`src/rtl/vec_pkg.sv`:
```
// Shared constants and encodings for the vector coalescing stage.
// Kind codes match the in_kind field driven by the exec lanes.
package vec_pkg;

    localparam int LANES     = 4;
    localparam int ELEM_W    = 16;
    localparam int MAX_ELEMS = 16;

    typedef enum logic [1:0] {
        KIND_SCALAR = 2'd0,
        KIND_VECTOR = 2'd1,
        KIND_DOT    = 2'd2,
        KIND_RSVD   = 2'd3
    } kind_e;

    typedef enum logic [1:0] {
        IDLE    = 2'd0,
        COLLECT = 2'd1,
        OUTPUT  = 2'd2
    } state_e;

endpackage

```
`src/rtl/lane_sum4.sv`:
```
// Masked sum of the four lane results, wrapping modulo 2^ELEM_W.
// Lanes whose valid bit is clear contribute zero to the sum.
module lane_sum4
    import vec_pkg::*;
(
    input  logic [LANES*ELEM_W-1:0] lane_data_i,
    input  logic [LANES-1:0]        lane_valid_i,
    output logic [ELEM_W-1:0]       sum_o
);

    logic [LANES-1:0][ELEM_W-1:0] laneVals;

    assign laneVals = lane_data_i;

    always_comb begin
        sum_o = '0;
        for (int i = 0; i < LANES; i++) begin
            if (lane_valid_i[i]) begin
                sum_o = sum_o + laneVals[2'(i)];
            end
        end
    end

endmodule

```
`src/rtl/vector_coalesce.sv`:
```
// Gathers per-beat lane results of one instruction into a single writeback
// record (vector+mask, scalar, or dot sum) and hands it over valid/ready.
module vector_coalesce
    import vec_pkg::*;
(
    input  logic                        clk,
    input  logic                        rst,
    input  logic                        in_valid,
    output logic                        in_ready,
    input  logic                        in_first,
    input  logic                        in_last,
    input  logic [1:0]                  in_beat,
    input  logic [1:0]                  in_kind,
    input  logic [3:0]                  in_rt,
    input  logic [LANES-1:0]            in_lane_valid,
    input  logic [LANES*ELEM_W-1:0]     in_lane_data,
    output logic                        wb_valid,
    input  logic                        wb_ready,
    output logic                        wb_is_vector,
    output logic [3:0]                  wb_rt,
    output logic [ELEM_W-1:0]           wb_scalar,
    output logic [MAX_ELEMS*ELEM_W-1:0] wb_vector,
    output logic [MAX_ELEMS-1:0]        wb_mask,
    output logic                        err
);

    state_e                           state_q;
    kind_e                            kind_q;
    logic [3:0]                       rt_q;
    logic                             isVec_q;
    logic                             wbValid_q;
    logic                             err_q;
    logic [MAX_ELEMS-1:0][ELEM_W-1:0] vec_q,    vec_d;
    logic [MAX_ELEMS-1:0]             mask_q,   mask_d;
    logic [ELEM_W-1:0]                scalar_q, scalar_d;

    logic [LANES-1:0][ELEM_W-1:0]     laneVals;
    logic [ELEM_W-1:0]                laneSum;
    kind_e                            effKind;
    logic                             accept;
    logic                             absorb;
    logic                             beatErr;

    assign laneVals = in_lane_data;
    assign accept   = in_valid && in_ready;
    // In IDLE only a first beat may start a record; in COLLECT every beat lands.
    assign absorb   = accept && (in_first || (state_q == COLLECT));

    lane_sum4 u_lane_sum4 (
        .lane_data_i  (in_lane_data),
        .lane_valid_i (in_lane_valid),
        .sum_o        (laneSum)
    );

    // A first beat starts from a cleared record and its own kind; later beats build on the latched one.
    always_comb begin
        effKind  = in_first ? kind_e'(in_kind) : kind_q;
        vec_d    = in_first ? '0 : vec_q;
        mask_d   = in_first ? '0 : mask_q;
        scalar_d = in_first ? '0 : scalar_q;
        beatErr  = 1'b0;
        case (effKind)
            KIND_VECTOR: begin
                for (int i = 0; i < LANES; i++) begin
                    if (in_lane_valid[i]) begin
                        vec_d[{in_beat, 2'(i)}]  = laneVals[2'(i)];
                        mask_d[{in_beat, 2'(i)}] = 1'b1;
                    end
                end
            end
            KIND_SCALAR: begin
                if (in_lane_valid[0]) begin
                    scalar_d = laneVals[0];
                end
                beatErr = !in_last;
            end
            KIND_DOT: begin
                scalar_d = scalar_d + laneSum;
            end
            default: begin
                beatErr = 1'b1;
            end
        endcase
    end

    always_ff @(posedge clk or posedge rst) begin
        if (rst) begin
            state_q   <= IDLE;
            kind_q    <= KIND_SCALAR;
            rt_q      <= '0;
            isVec_q   <= 1'b0;
            wbValid_q <= 1'b0;
            err_q     <= 1'b0;
            vec_q     <= '0;
            mask_q    <= '0;
            scalar_q  <= '0;
        end else begin
            if (absorb) begin
                vec_q    <= vec_d;
                mask_q   <= mask_d;
                scalar_q <= scalar_d;
                if (in_first) begin
                    kind_q  <= kind_e'(in_kind);
                    rt_q    <= in_rt;
                    isVec_q <= (kind_e'(in_kind) == KIND_VECTOR);
                end
                if (beatErr) begin
                    err_q <= 1'b1;
                end
            end
            case (state_q)
                IDLE, COLLECT: begin
                    if (accept) begin
                        if (state_q == IDLE && !in_first) begin
                            err_q <= 1'b1;
                        end else begin
                            if (state_q == COLLECT && in_first) begin
                                err_q <= 1'b1;
                            end
                            state_q   <= in_last ? OUTPUT : COLLECT;
                            wbValid_q <= in_last;
                        end
                    end
                end
                OUTPUT: begin
                    if (wb_ready) begin
                        state_q   <= IDLE;
                        wbValid_q <= 1'b0;
                    end
                end
                default: begin
                    state_q   <= IDLE;
                    wbValid_q <= 1'b0;
                end
            endcase
        end
    end

    assign in_ready     = !rst && (state_q != OUTPUT);
    assign wb_valid     = wbValid_q;
    assign wb_is_vector = isVec_q;
    assign wb_rt        = rt_q;
    assign wb_scalar    = scalar_q;
    assign wb_vector    = vec_q;
    assign wb_mask      = mask_q;
    assign err          = err_q;

endmodule

```
`config.mk`:
```
export PLATFORM = sky130hd
export DESIGN_NAME = vector_coalesce
export DESIGN_NICKNAME = d
export VERILOG_FILES = /design/src/rtl/vec_pkg.sv /design/src/rtl/lane_sum4.sv /design/src/rtl/vector_coalesce.sv
export SDC_FILE = /design/constraint.sdc
export NUM_CORES = 1
export LEC_CHECK = 0
export BUFFER_PORTS_ARGS = -buffer_cell sky130_fd_sc_hd__buf_2
export CAP_MARGIN = 20
export CORE_MARGIN = 4
export CORE_UTILIZATION = 35
export DETAILED_ROUTE_END_ITERATION = 10
export GPL_TIMING_DRIVEN = 0
export PLACE_DENSITY = 0.59
export RECOVER_POWER = 25
export SYNTH_ARGS = -nofsm -noshare
export SYNTH_HDL_FRONTEND = slang
export SYNTH_SLANG_ARGS = --single-unit
```
`constraint.sdc`:
```
create_clock -name clk -period 10.95 [get_ports clk]
set_input_delay 2.19 -clock clk [delete_from_list [all_inputs] [get_ports clk]]
set_output_delay 2.19 -clock clk [all_outputs]
set_load 0.03 [all_outputs]
```
==> impl_metrics.tcl <==
set metrics [dict create \
    status "finished with violations" \
    violations "capacitance limit, slew limit" \
    peakVddDrop_v 0.000104 \
    synth_compound_area_share_pct 13.2 \
    synth_edf_count 0 \
    synth-main-ff-cell "dfrtp_1" \
    cts_tree "done" \
    cts_buffer_depth 3 \
    period_needed_ps 7780 \
    post-place-ws_ps 2790 \
    max-cap-violations 5 \
    worstMarginPinSlew_ps 2320 \
    cts_resized 0 \
    rows 69 \
    post-dp-hpwl_mm 31.6 \
    synth.distinct_cells 62 \
    gp_congestion 0.901 \
    first_pass_iters 6 \
    fp.dieW_um 200 \
    overflow 0 \
    syn_nets 1378 \
    syn2layout_area_growth_pct 26.8 \
    vias_per_cell 5.00 \
    layout_commonest_cell "buf_2" \
    syn_area_sq_um 12900 \
    crit_arrival_ps 8160 \
    syn_inst 1265 \
    p_per_area_nw_per_um2 168 \
    grt_pass1_vias 10800 \
    synth_top_family_by_area "simple AND/OR/NAND/NOR gates" \
    dp_cells 2071 \
    maxSlewHeadroom_pct -54.5 \
    synth_warnings 0 \
    drt-initial-drc-count 598 \
    critPathMaxFanout 10 \
    clk_pin_slew_worst_paths_ps 60 \
    numCtsBuffers 34 \
    design_area_sq_um 16300 \
    ant_nets 0 \
    post_cts_buffers 0 \
    grt_util_all_layers_pct 20.9 \
    crit_path_end_kind "flip-flop" \
    critPathKind "input pin to flip-flop" \
    syn_area_per_cell_sq_um 10.2 \
    place.port_buffers 336 \
    cts.sinks 298 \
    p_leak_nw 8.78 \
    die-area_sq_um 39900 \
    fmax_mhz 129 \
    grt_first_pass_wirelength_mm 64.5 \
    num-nets-final 1760 \
    drive_above_1_share_pct 24.7 \
    die_h_um 200 \
    cts-hold-fix-buffers 0 \
    slew_violations 192 \
    final_cell_count_no_fill 2133 \
    placeableCoreArea_sq_um 35900 \
    hold_class "flip-flop to flip-flop" \
    synth_xor_area_share_pct 1.84 \
    initial_core_util_pct 35.8 \
    root_buffer "clkbuf_16" \
    ys_ff_latch 298 \
    worst_slack_ps 3170 \
    r2r_setup_slack_ps 7590 \
    grt_max_degree 42 \
    muxShareOfSynthArea_pct 0.983 \
    crit_required_ps 11340 \
    layout_common_cells "buf_2, dfrtp_1, nand2_1" \
    clock_skew_ps 9.09 \
    setup_viol 0 \
    worstSkewPairLatency_ps 520 \
    yosys.area_share.simple_pct 20.0 \
    drc 0 \
    hold_viol 0 \
    io_pins 378 \
    ctsHtreeMaxLevel 2 \
    placed_area_sq_um 15300 \
    wire_per_inst_um 19.9 \
    synth-seq-area-share_pct 58.0 \
    period_share_pct 71.0 \
    antenna_found_initial 3 \
    synthAdderAreaFrac_pct 3.13 \
    setup-tns-final_ps 0 \
    rsz0062_at_grt "no" \
    synth-async-reset-ratio_pct 100 \
    cp-start-kind "input pin" \
    vias 10700 \
    power_w 0.00274 \
    wirelength_mm 42.5 \
    fillers 3519 \
]
-- critical path, cell delays in order --
cell,delay (ps)
buf_2,180
clkbuf_1,410
clkbuf_1,470
clkbuf_1,370
and2_1,250
ha_1,180
nand3_1,140
o2bb2ai_1,170
a21oi_1,400
a211oi_1,80
nor3_1,600
a2111oi_2,100
nor4_1,480
o21ai_1,150
a31o_1,260
ha_1,220
a211oi_1,250
a21oi_1,160
o41ai_1,490
o21ai_0,260
xnor2_1,210
o221ai_1,120
-- cells by family (layout without fill, tap and decap cells) --
| group | count (synthesis) | in the layout |
|---|---|---|
| other cells | 0 | 2 |
| flops | 298 | 298 |
| xor+xnor | 27 | 27 |
| simple gates | 548 | 548 |
| compound gates | 260 | 260 |
| mux | 12 | 12 |
| buf+inv | 89 | 494 |
| fa+ha+maj | 31 | 31 |
-- layer usage --
| metal | part of all wire, % | GRT usage, % |
|---|---|---|
| met1 | 43 | 28.3 |
| met2 | 45 | 32.5 |
| met3 | 8.1 | 6.09 |
| met4 | 3.1 | 6.67 |
| met5 | 0.078 | 0 |
-- path summary, 6_finish.rpt --
path	start	to	cells after the start
max	in_lane_valid[0]	wb_scalar[15]	22
min	err	err	1
max reg2reg	wb_scalar[0]	wb_scalar[14]	15
min reg2reg	err	err	1
max in group asynchronous	rst	wb_vector[155]	7
min in group asynchronous	rst	wb_vector[48]	2
-- cell usage after synthesis (5+ instances only) --
master	number	area [sq um]
or3_1	9	56.3
inv_1	22	82.6
mux2i_1	7	70.1
clkbuf_1	60	225
ha_1	29	363
dfrtp_1	298	7460
and2_1	135	845
o21ai_1	10	50.1
xor2_1	8	70.1
nand2b_1	10	62.6
mux2_2	5	56.3
a21o_1	21	158
xnor2_1	19	166
nor3_1	15	75.1
nand2_1	275	1030
nor2b_1	22	138
a21oi_1	106	531
o221ai_1	5	43.8
a22o_1	38	333
a22oi_1	9	67.6
nor2_1	56	210
o21ai_0	34	170
nand3_1	11	55.1
-- stage by stage --
step           utilization, %  hold slack [ps]
6_report                 45.4              459
3_3_place_gp             42.1              440
4_1_cts                  45.7              465
3_5_place_dp             42.6              443
2_1_floorplan               -              490
5_1_grt                  45.4              482
-- power by group --
part           internal [W]  switching, W  leakage [nW]
Sequential          0.00114     0.0000329          4.13
Clock              0.000672      0.000467         0.548
Combinational      0.000134      0.000289          4.11
Total               0.00195      0.000789          8.78
-- layout make-up --
class | instances | area, sq um | share of cell area (%)
Buffer | 66 | 267 | 1.63
Tap cell | 461 | 577 | 3.54
Multi-Input combinational cell | 878 | 5040 | 30.9
Antenna cell | 2 | 5.00 | 0.0307
Timing Repair Buffer | 346 | 1750 | 10.8
Clock inverter | 14 | 148 | 0.906
Sequential cell | 298 | 7460 | 45.7
Clock buffer | 45 | 963 | 5.91
Inverter | 23 | 87.6 | 0.537
-- state kept, by name, summed over array words and instances, names as in the netlist --
signal,flops
wb_mask,16
err,1
state_q,2
wb_rt,4
wb_vector,256
wb_is_vector,1
wb_scalar,16
kind_q,2
(Power assumes the default switching activity.)
